--- src/rtl/trigger_conditioner.sv ---
// Conditions the raw trigger button into the clean level the CPU reads as x5.
// Signal path: synchroniser, then a debounce FSM, then the trigger latch.
module trigger_conditioner #(
    parameter int SYNC_STAGES     = 2,
    parameter int DEBOUNCE_CYCLES = 16,
    parameter int CNT_W           = 16,
    parameter bit LATCH_MODE      = 1'b1
) (
    input  logic       clk,
    input  logic       rst,
    input  logic       btn_in,
    input  logic       clr,
    output logic       trigger,
    output logic       press,
    output logic [7:0] press_count
);

    typedef enum logic [1:0] {
        IDLE,
        RISE_WAIT,
        HIGH,
        FALL_WAIT
    } state_t;

    localparam logic [CNT_W-1:0] CNT_LAST = CNT_W'(DEBOUNCE_CYCLES - 1);

    logic [SYNC_STAGES-1:0] sync_q;
    logic                   s;
    state_t                 state, state_next;
    logic [CNT_W-1:0]       cnt, cnt_next;
    logic                   press_set;
    logic                   level_next;

    // Metastability chain; only its last stage feeds the debouncer.
    always_ff @(posedge clk or posedge rst) begin
        if (rst) begin
            sync_q <= '0;
        end else begin
            sync_q <= {sync_q[SYNC_STAGES-2:0], btn_in};
        end
    end

    assign s = sync_q[SYNC_STAGES-1];

    always_ff @(posedge clk or posedge rst) begin
        if (rst) begin
            state <= IDLE;
            cnt   <= '0;
        end else begin
            state <= state_next;
            cnt   <= cnt_next;
        end
    end

    // An edge is accepted only after the synchronised level stays put long enough.
    always_comb begin
        state_next = state;
        cnt_next   = cnt;
        press_set  = 1'b0;
        unique case (state)
            IDLE: begin
                if (s) begin
                    state_next = RISE_WAIT;
                    cnt_next   = '0;
                end
            end
            RISE_WAIT: begin
                if (!s) begin
                    state_next = IDLE;
                end else if (cnt == CNT_LAST) begin
                    state_next = HIGH;
                    press_set  = 1'b1;
                end else begin
                    cnt_next = cnt + CNT_W'(1);
                end
            end
            HIGH: begin
                if (!s) begin
                    state_next = FALL_WAIT;
                    cnt_next   = '0;
                end
            end
            FALL_WAIT: begin
                if (s) begin
                    state_next = HIGH;
                end else if (cnt == CNT_LAST) begin
                    state_next = IDLE;
                end else begin
                    cnt_next = cnt + CNT_W'(1);
                end
            end
            default: begin
                state_next = IDLE;
            end
        endcase
    end

    assign level_next = (state_next == HIGH) || (state_next == FALL_WAIT);

    // Set takes priority over clr so a press coinciding with an acknowledge is not lost.
    always_ff @(posedge clk or posedge rst) begin
        if (rst) begin
            press       <= 1'b0;
            press_count <= 8'd0;
            trigger     <= 1'b0;
        end else begin
            press <= press_set;
            if (press_set) begin
                press_count <= press_count + 8'd1;
            end
            if (LATCH_MODE) begin
                if (press_set) begin
                    trigger <= 1'b1;
                end else if (clr) begin
                    trigger <= 1'b0;
                end
            end else begin
                trigger <= level_next;
            end
        end
    end

endmodule

--- config.mk ---
export PLATFORM = sky130hd
export DESIGN_NAME = trigger_conditioner
export DESIGN_NICKNAME = d
export VERILOG_FILES = /design/src/rtl/trigger_conditioner.sv
export SDC_FILE = /design/constraint.sdc
export NUM_CORES = 1
export LEC_CHECK = 0
export BUFFER_PORTS_ARGS = -buffer_cell sky130_fd_sc_hd__buf_2
export CORE_UTILIZATION = 45
export DETAILED_ROUTE_END_ITERATION = 10
export PLACE_DENSITY = 0.64
export SYNTH_ARGS = -nofsm -noshare
export SYNTH_HDL_FRONTEND = slang
export SYNTH_SLANG_ARGS = --single-unit
--- constraint.sdc ---
create_clock -name clk -period 6.5 [get_ports clk]
set_clock_uncertainty 0.1 [all_clocks]
set_input_delay 0.325 -clock clk [delete_from_list [all_inputs] [get_ports clk]]
set_output_delay 0.325 -clock clk [all_outputs]
set_load 0.01 [all_outputs]
==> results of run 1 <==
## state kept, by name (all words and copies together) (netlist names), named ones only
signal / flops
press: 1
state: 1
press_count: 8
sync_q: 2
trigger: 1
cnt: 16
## layer usage
metal	wire length [um]	GRT usage (%)
met2	1336	26.06
met3	150	6.494
met5	0	0
met4	44	7.641
met1	1489	27.40
## timing repair
item | 4_1_cts | 5_1_grt
endpoints found under the setup margin | 0 | 0
hold endpoints to repair | 1 | 0
hold buffers | 1 | 0
## power groups by stage
| stage | sequential, uW | clock, uW | combinational [uW] |
|---|---|---|---|
| floorplan | 197 | 0 | 12.2 |
| global placement | 199 | 0 | 15.5 |
| detailed placement | 199 | 0 | 16.1 |
| CTS | 195 | 158 | 16.5 |
| global route | 196 | 168 | 18.5 |
| finish | 195 | 155 | 15.9 |
## metrics by stage
stage / util [%] / worst slack (ns) / hold WS [ns] / total power [uW] / area, um^2
2_1_floorplan: - / 4.447 / 0.2312 / 209.0 / 1528
3_3_place_gp: 52.20 / 4.166 / 0.2360 / 214.2 / 1633
3_5_place_dp: 52.20 / 4.124 / 0.2373 / 215.1 / 1633
4_1_cts: 55.12 / 4.107 / 0.06481 / 370.0 / 1724
5_1_grt: 55.12 / 4.006 / 0.05222 / 382.3 / 1724
6_report: 55.12 / 4.103 / 0.07722 / 365.9 / 1724
## layout make-up
type | instances | area (um^2) | area share (%)
sequential | 30 | 750.7 | 43.54
multi-input combinational | 111 | 743.2 | 43.11
timing repair buffer | 15 | 82.58 | 4.790
tap | 44 | 55.05 | 3.193
clock buffer | 6 | 51.30 | 2.975
clock inverter | 1 | 30.03 | 1.742
inverter | 3 | 11.26 | 0.6531
## worst reg2reg max path, delay by kind of cell, from the launching register on
kind	cells	cell delay [ns]
DFF	1	0.45
muxes	1	0.41
and+or+nand+nor	2	1.32
## how the worst min path moves through the flow
| stage | end | slack, ns |
|---|---|---|
| after floorplan | sync_q[1] | 0.23 |
| after global placement | sync_q[1] | 0.24 |
| after detailed placement | sync_q[1] | 0.24 |
| after CTS | trigger | 0.06 |
| after global routing | trigger | 0.05 |
| final | trigger | 0.08 |
## cell usage in the layout, fill, tap and decap left out, types with 2 or more instances in the layout
cell type	count
o21a_1	2
nand2_1	15
nor4_1	3
nand2b_1	2
a21oi_1	3
clkbuf_4	5
or4_1	6
nand4_1	10
mux2_2	5
nand3_1	13
xnor2_1	8
a22o_1	3
inv_1	3
o21ai_0	4
and2_1	2
ha_1	2
nor2_1	6
buf_2	13
and3_1	6
or4_4	2
o211ai_1	6
or3_1	3
xor2_1	2
dfrtp_1	30
o31a_1	2
## cell families (layout without fill, tap and decap cells)
kind of cell	after synthesis	in the layout	synth area share, %
simple gates	73	73	27.85
fa+ha+maj	2	2	1.638
xor+xnor	10	10	5.733
compound gates	20	20	9.091
mux	6	6	4.340
buf+inv	7	25	2.211
flops	30	30	49.14
==> run_results.csv, run 1 <==
group,metric,value,unit
outcome,status,"completed",
clocking,path_clk_slew,0.11,ns
clocking,clk_latency,0.34,ns
synth,ys_seq_elements,30,
critical_path,crit_arrival,2.52,ns
critical_path,cp-end-kind,"register",
route,post_drt_via_cell_ratio,5.771,
route,vias,1212,
synth,synth_top_area_share,49.14,%
floorplan,die_x,60.27,um
timing,hold_viol,0,
route,drt_iter0_drc,66,
synth,syn_area,1528,um^2
power_and_ir_drop,pwr_density_cell,212.2,nW/um^2
timing,max-slew-margin-rel,26.22,%
timing,setup_viol,0,
timing,max_freq,417.1,MHz
global_route,overflow,0,
synth,synthTopCellsByArea,"dfrtp_1 49%, xnor2_1 4.6%, nand3_1 4.3%",
power_and_ir_drop,leakage,0.0008037,uW
timing,post-route-period-util,36.88,%
hold_path,min_path_type,"input port to register",
clocking,postCtsSetupBuffers,0,
critical_path,worstReg2RegStart,"cnt[10]",
route,post-route-drc-count,0,
clocking,cts_tree,"built",
clocking,cts.htree.levels,2,
synth,synth_edf_count,0,
timing,period_needed,2.398,ns
route,routedWlPerCell,14.39,um
placement,hpwl,2.088,mm
finish,final_cells,210,
placement,io_buffers,13,
global_route,antenna_found_initial,0,
power_and_ir_drop,p_int,284.6,uW
critical_path,cp_top_family,"simple AND/OR/NAND/NOR gates",
clocking,cts_sinks,30,
floorplan,core,3128,um^2
critical_path,worstPathRequired,6.62,ns
job,drv_cap,0,
floorplan,ios,14,
power_and_ir_drop,comb_power_share,4.3,%
synth,ys_seq_area_share,49.14,%
placement,gp_congestion,0.8181,
global_route,grt_max_degree,31,
synth,syn_inst,148,
clocking,clockRootBuffer,"clkbuf_4",
clocking,cts_buffers,5,
synth,ys.flop_type,"dfrtp_1",
clocking,cts_resized,0,
floorplan,dieArea,3632,um^2
route,drt_wl_total,3.021,mm
clocking,clockBufferDepth,2,
timing,fin_setup_tns,0,ns
critical_path,cpPeakStageDelay,0.75,ns
synth,synth_area_leader_cell,"dfrtp_1",
synth,avgSynthCellArea,10.32,um^2
synth,synth_fp_nets,154,
global_route,grt_usage,19.15,%
critical_path,critPathLaunch,"cnt[10]",
critical_path,cp_num_buf_inv,0,
hold_path,min_path_cells,2,
finish,n_antenna_cell,0,
route,drt-pass1-iter-count,6,
critical_path,crit_slowest_cell,"nor4_4",
power_and_ir_drop,peakVddDrop,0.1311,mV
finish,syn2layout_area_growth,12.86,%
critical_path,path_depth,3,
finish,final_nets,172,
critical_path,crit_type,"register to register",
floorplan,initial_utilization,48.84,%
power_and_ir_drop,switching_power,81.22,uW
power_and_ir_drop,pwr-share-clk,42.3,%
global_route,grt_pass1_wl,4.988,mm
global_route,grt_pass1_vias,1041,
hold_path,hp-start,"clr",
placement,dp_cells,202,
synth,yosysUniqueCellTypes,31,
synth,synth_commonest_cells,"30 x dfrtp_1, 15 x nand2_1, 13 x nand3_1",
critical_path,r2r_slack,4.10,ns
synth,ys_warn_count,0,
power_and_ir_drop,switching_share,22.20,%
timing,rsz0062_at_grt,"no",
power_and_ir_drop,p_seq_share,53.4,%
floorplan,die_h,60.27,um
timing,slew_viol_final,0,
critical_path,crit_fanout,18,
finish,drive_gt1_share,17.47,%
critical_path,setup.worst_path.start_class,"register",
synth,async_flop_share,100.0,%
floorplan,row_count,20,
timing,tightest_slew,1.106,ns
synth,yosysMostFrequentCell,"dfrtp_1",
route,ant_nets,0,
critical_path,path_cells,"or4_4 -> nor4_4 -> mux2_2",
critical_path,worst_r2r_path_depth,3,
finish,fill_cells,265,
Note: power is estimated with default switching activity, not from simulation.
==> run 2: changes to the inputs <==
clock period = 2.4 ns   (was 6.5 ns; I/O delays follow)
==> run_results.csv, run 2 (synthesis results as in run 1) <==
group,metric,value,unit
outcome,status,"completed",
finish,final_common_cell,"dfrtp_1",
finish,largest_register,"cnt",
route,drt-pass1-iter-count,4,
critical_path,crit_fanout,12,
clocking,cts_sinks,30,
critical_path,cp_top_family,"simple AND/OR/NAND/NOR gates",
route,drt_wl_total,3.099,mm
job,drv_cap,0,
clocking,cts_buffers,5,
global_route,grt_pass1_wl,5.382,mm
timing,tightest_slew,0.3763,ns
finish,final_cell_mix,"30 x dfrtp_1, 15 x nand2_1, 13 x nand3_1, 13 x buf_2, 10 x nand4_1",
placement,dp_cells,207,
clocking,clockRootBuffer,"clkbuf_4",
hold_path,min_path_type,"register to register",
critical_path,cp_num_buf_inv,1,
critical_path,crit_type,"register to register",
timing,fin_setup_tns,0,ns
finish,utilization,56.96,%
placement,gp_congestion,0.8158,
finish,final_cells,217,
global_route,overflow,0,
timing,period_needed,2.118,ns
critical_path,path_cells,"or4_4 -> nor4_4 -> buf_4 -> mux2_2",
power_and_ir_drop,pwr_density_cell,558.5,nW/um^2
timing,slew_viol_final,0,
timing,max_freq,472.2,MHz
finish,fill_cells,275,
clocking,postCtsSetupBuffers,0,
critical_path,r2r_slack,0.28,ns
finish,final_nets,179,
floorplan,core,3128,um^2
placement,hpwl,2.215,mm
route,ant_nets,0,
hold_path,hp-start,"sync_q[0]",
critical_path,cpPeakStageDelay,0.59,ns
timing,setup_viol,0,
critical_path,worst_r2r_path_depth,4,
critical_path,worstPathRequired,2.51,ns
critical_path,worstReg2RegStart,"cnt[6]",
route,routedWlPerCell,14.28,um
critical_path,setup.worst_path.start_class,"register",
clocking,path_clk_slew,0.09,ns
critical_path,crit_slowest_cell,"or4_4",
critical_path,critPathLaunch,"cnt[6]",
global_route,antenna_found_initial,0,
floorplan,die_h,60.27,um
route,vias,1231,
finish,drive_gt1_share,19.65,%
critical_path,path_depth,4,
finish,largest_reg_flops,16,
floorplan,ios,14,
timing,post-route-period-util,88.25,%
critical_path,crit_arrival,2.23,ns
floorplan,row_count,20,
floorplan,dieArea,3632,um^2
clocking,clockBufferDepth,2,
timing,hold_viol,0,
timing,setup_ws,0.2821,ns
global_route,grt_max_degree,31,
placement,dpl_worst_slack,0.3077,ns
global_route,grt_pass1_vias,1152,
floorplan,die_x,60.27,um
clocking,clk_latency,0.33,ns
critical_path,cp-end-kind,"register",
clocking,cts.htree.levels,2,
power_and_ir_drop,peakVddDrop,0.3472,mV
clocking,cts_hold_buffers,3,
timing,max-slew-margin-rel,74.91,%
power_and_ir_drop,leakage,0.0008374,uW
finish,n_antenna_cell,0,
clocking,cts_tree,"built",
global_route,grt_usage,20.49,%
route,post-route-drc-count,0,
route,drt_iter0_drc,57,
timing,rsz0062_at_grt,"no",
floorplan,initial_utilization,48.84,%
finish,largest_registers,"cnt: 16 flops, press_count: 8 flops, sync_q: 2 flops",
route,post_drt_via_cell_ratio,5.673,
placement,io_buffers,13,
finish,syn2layout_area_growth,16.63,%
clocking,cts_resized,0,
[run 2: changes by cell type in the layout (fill, tap and decap cells not counted)]
cell	change
buf_4	+5
dlygate4sd3_1	+2
[run 2: per-stage QoR]
stage | power [uW] | cell area, um^2 | hold slack, ns
4_1_cts | 1009 | 1782 | 0.2683
6_report | 995.1 | 1782 | 0.2646
3_3_place_gp | 585.0 | 1670 | 0.1075
5_1_grt | 1037 | 1782 | 0.2864
2_1_floorplan | 566.0 | 1528 | 0.05143
3_5_place_dp | 586.7 | 1670 | 0.1138
[run 2: layer usage]
metal / part of all wire [%] / GRT usage (%) / wire length (um)
met4: 1.9 / 9.635 / 60
met2: 46 / 30.61 / 1429
met1: 47 / 27.56 / 1471
met3: 4.4 / 5.195 / 137
met5: 0 / 0 / 0
[run 2: worst register-to-register path: stages, from the launching register on]
cell,delay [ns]
dfrtp_1,0.47
or4_4,0.59
nor4_4,0.28
buf_4,0.22
mux2_2,0.34
[run 2: where the power goes]
part	internal [uW]	total, uW	switching (uW)
clock	242	415	172
sequential	514	526	12.4
combinational	20.4	54.2	33.8
total	777	995	218
[run 2: final cells by class]
class                   instances  area [um^2]  area share [%]
flip-flops and latches         30        750.7           42.13
inverters                       3        11.26          0.6320
repair buffers                 22        140.1           7.865
well taps                      44        55.05           3.090
clock buffers                   6        51.30           2.879
multi-input cells             111        743.2           41.71
clock inverters                 1        30.03           1.685
[run 2: how the worst min path moves through the flow]
stage	end	cells after the start	slack [ns]
4_1_cts	sync_q[1]	0	0.27
6_report	sync_q[1]	0	0.26
3_5_place_dp	sync_q[1]	3	0.11
2_1_floorplan	sync_q[0]	0	0.05
5_1_grt	sync_q[1]	0	0.29
3_3_place_gp	async pin	3	0.11
==> run 3: changes to the inputs <==
ABC_AREA = 1   (was unset)
==> run_results.csv, run 3 <==
group,metric,value,unit
clocking,postCtsSetupBuffers,0,
timing,tightest_slew,0.3854,ns
clocking,clk_latency,0.28,ns
timing,slew_viol_final,0,
critical_path,worst_r2r_path_depth,8,
placement,hpwl,2.788,mm
clocking,cts.htree.levels,2,
clocking,cts_tree,"built",
floorplan,die_x,65.32,um
job,drv_cap,0,
synth,ys_seq_elements,30,
outcome,status,"completed",
floorplan,dieArea,4267,um^2
critical_path,crit_slowest_cell,"dfrtp_1",
clocking,cts_buffers,5,
route,drt_iter0_drc,111,
clocking,cts_sinks,30,
global_route,overflow,0,
timing,max_freq,522.1,MHz
timing,post-route-period-util,79.81,%
synth,synth_edf_count,0,
finish,final_cell_mix,"77 x nand2_1, 31 x nand3_1, 30 x dfrtp_1, 28 x nor2_1, 23 x inv_1",
critical_path,path_cells,"ha_1 -> nand3_4 -> nor2_1 -> nand3_1 -> nand2_2 -> buf_4 -> nand2_1 -> o21ai_0",
power_and_ir_drop,peakVddDrop,0.4410,mV
synth,synth_area_leader_cell,"dfrtp_1",
critical_path,cp-end-kind,"register",
synth,syn_inst,247,
hold_path,min_path_type,"register to register",
clocking,path_clk_slew,0.06,ns
finish,final_cell_area,2038,um^2
route,drt_wl_total,3.860,mm
global_route,grt_pass1_wl,6.886,mm
timing,rsz0062_at_grt,"no",
critical_path,cpPeakStageDelay,0.42,ns
global_route,grt_pass1_vias,1505,
finish,final_nets,275,
synth,avgSynthCellArea,7.305,um^2
placement,dpl_cell_area,1913,um^2
placement,io_buffers,13,
route,vias,1599,
synth,ys.flop_type,"dfrtp_1",
floorplan,initial_utilization,48.20,%
synth,synth_commonest_cells,"77 x nand2_1, 31 x nand3_1, 30 x dfrtp_1",
synth,yosysMostFrequentCell,"nand2_1",
critical_path,crit_arrival,2.01,ns
finish,largest_register,"cnt",
critical_path,setup.worst_path.start_class,"register",
synth,ys_warn_count,0,
synth,synthTopCellsByArea,"dfrtp_1 42%, nand2_1 16%, nand3_1 8.6%",
hold_path,hold_end,"sync_q[1]",
route,ant_nets,0,
timing,max-slew-margin-rel,74.31,%
synth,yosysUniqueCellTypes,24,
hold_path,hp-start,"sync_q[0]",
synth,ys_seq_area_share,41.61,%
route,post_drt_via_cell_ratio,5.028,
finish,drive_gt1_share,14.07,%
global_route,grt_max_degree,31,
timing,period_needed,1.915,ns
clocking,clockBufferDepth,2,
route,drt-pass1-iter-count,4,
timing,hold_viol,0,
critical_path,crit_fanout,19,
synth,synth_top_area_share,41.61,%
global_route,antenna_found_initial,0,
clocking,cts_resized,0,
finish,largest_reg_flops,16,
finish,final_common_cell,"nand2_1",
timing,setup_viol,0,
finish,n_antenna_cell,0,
power_and_ir_drop,pwr_density_cell,494.2,nW/um^2
power_and_ir_drop,leakage,0.0009944,uW
floorplan,ios,14,
critical_path,r2r-end,"cnt[8]",
synth,syn_area,1804,um^2
floorplan,row_count,22,
hold_path,min_path_cells,0,
timing,fin_setup_tns,0,ns
route,post-route-drc-count,0,
synth,async_flop_share,100.0,%
clocking,clockRootBuffer,"clkbuf_8",
synth,synth_fp_nets,253,
finish,largest_registers,"cnt: 16 flops, press_count: 8 flops, sync_q: 2 flops",
placement,gp_congestion,0.8501,
critical_path,worstReg2RegStart,"cnt[0]",
global_route,grt_usage,21.36,%
critical_path,r2r_slack,0.48,ns
critical_path,crit_type,"register to register",
critical_path,worstPathRequired,2.49,ns
floorplan,die_h,65.32,um
floorplan,core,3744,um^2
finish,syn2layout_area_growth,12.97,%
route,routedWlPerCell,12.14,um
run 3: cell count changes after synthesis, moves of 10 or more:
cell,delta
nand3_1,+18
o21ai_0,+10
inv_1,+20
nand2_1,+62
nor2_1,+22
run 3: worst max-delay path by stage:
stage	to	startpoint	slack (ns)
after CTS	cnt[2]	cnt[0]	0.49
after detailed placement	cnt[2]	cnt[0]	0.50
after floorplan	press_count[2]	cnt[0]	0.89
final	cnt[8]	cnt[0]	0.48
after global routing	cnt[8]	cnt[0]	0.29
after global placement	cnt[12]	cnt[0]	0.56
run 3: per-layer routing:
| metal | up-vias | part of all wire [%] | track usage [%] |
|---|---|---|---|
| met3 | 5 | 4.6 | 5.208 |
| met1 | 721 | 49 | 28.98 |
| li1 | 842 | - | - |
| met4 | 0 | 1.1 | 7.609 |
| met5 | - | 0 | 0 |
| met2 | 31 | 46 | 32.99 |
run 3: cell families (layout without fill, tap and decap cells):
logic type	after synthesis	count (layout)	synth area share [%]
fa+ha+maj	2	2	1.387
simple gates	159	159	39.81
flops	30	30	41.61
buf+inv	29	52	7.628
xor+xnor	9	9	4.369
compound gates	18	18	5.201
run 3: area by class of cell:
cell class | count | area, um^2
Clock inverter | 2 | 12.51
Tap cell | 48 | 60.06
Multi-Input combinational cell | 188 | 915.9
Timing Repair Buffer | 20 | 125.1
Sequential cell | 30 | 750.7
Fill cell | 388 | 1705
Inverter | 24 | 91.34
Clock buffer | 6 | 82.58
run 3: repair_timing:
action                                  in CTS  in global routing
hold endpoints to repair                    32                  0
hold buffers                                 3                  0
endpoints found under the setup margin       0                  0
run 3: worst max-delay path, delay by kind of cell (launching register included):
kind | cells | cell delay, ns
fa+ha+maj | 1 | 0.30
flops | 1 | 0.42
buf+inv | 1 | 0.21
compound gates | 1 | 0.09
simple gates | 5 | 0.69
run 3: per-stage QoR:
stage / total power, uW / util [%] / cells / hold WS (ns) / setup WS [ns]
floorplan: 574.2 / - / 247 / 0.05143 / 0.8858
global placement: 586.9 / 51.10 / 307 / 0.1177 / 0.5633
detailed placement: 587.4 / 51.10 / 307 / 0.1297 / 0.5045
CTS: 1027 / 54.45 / 318 / 0.2556 / 0.4889
global route: 1051 / 54.45 / 318 / 0.2676 / 0.2916
finish: 1007 / 54.45 / 318 / 0.2530 / 0.4846
run 3: where the power goes:
part           switching [uW]  total (uW)  internal (uW)
Sequential               11.2         525            514
Clock                     196         426            230
Combinational            36.8        55.6           18.8
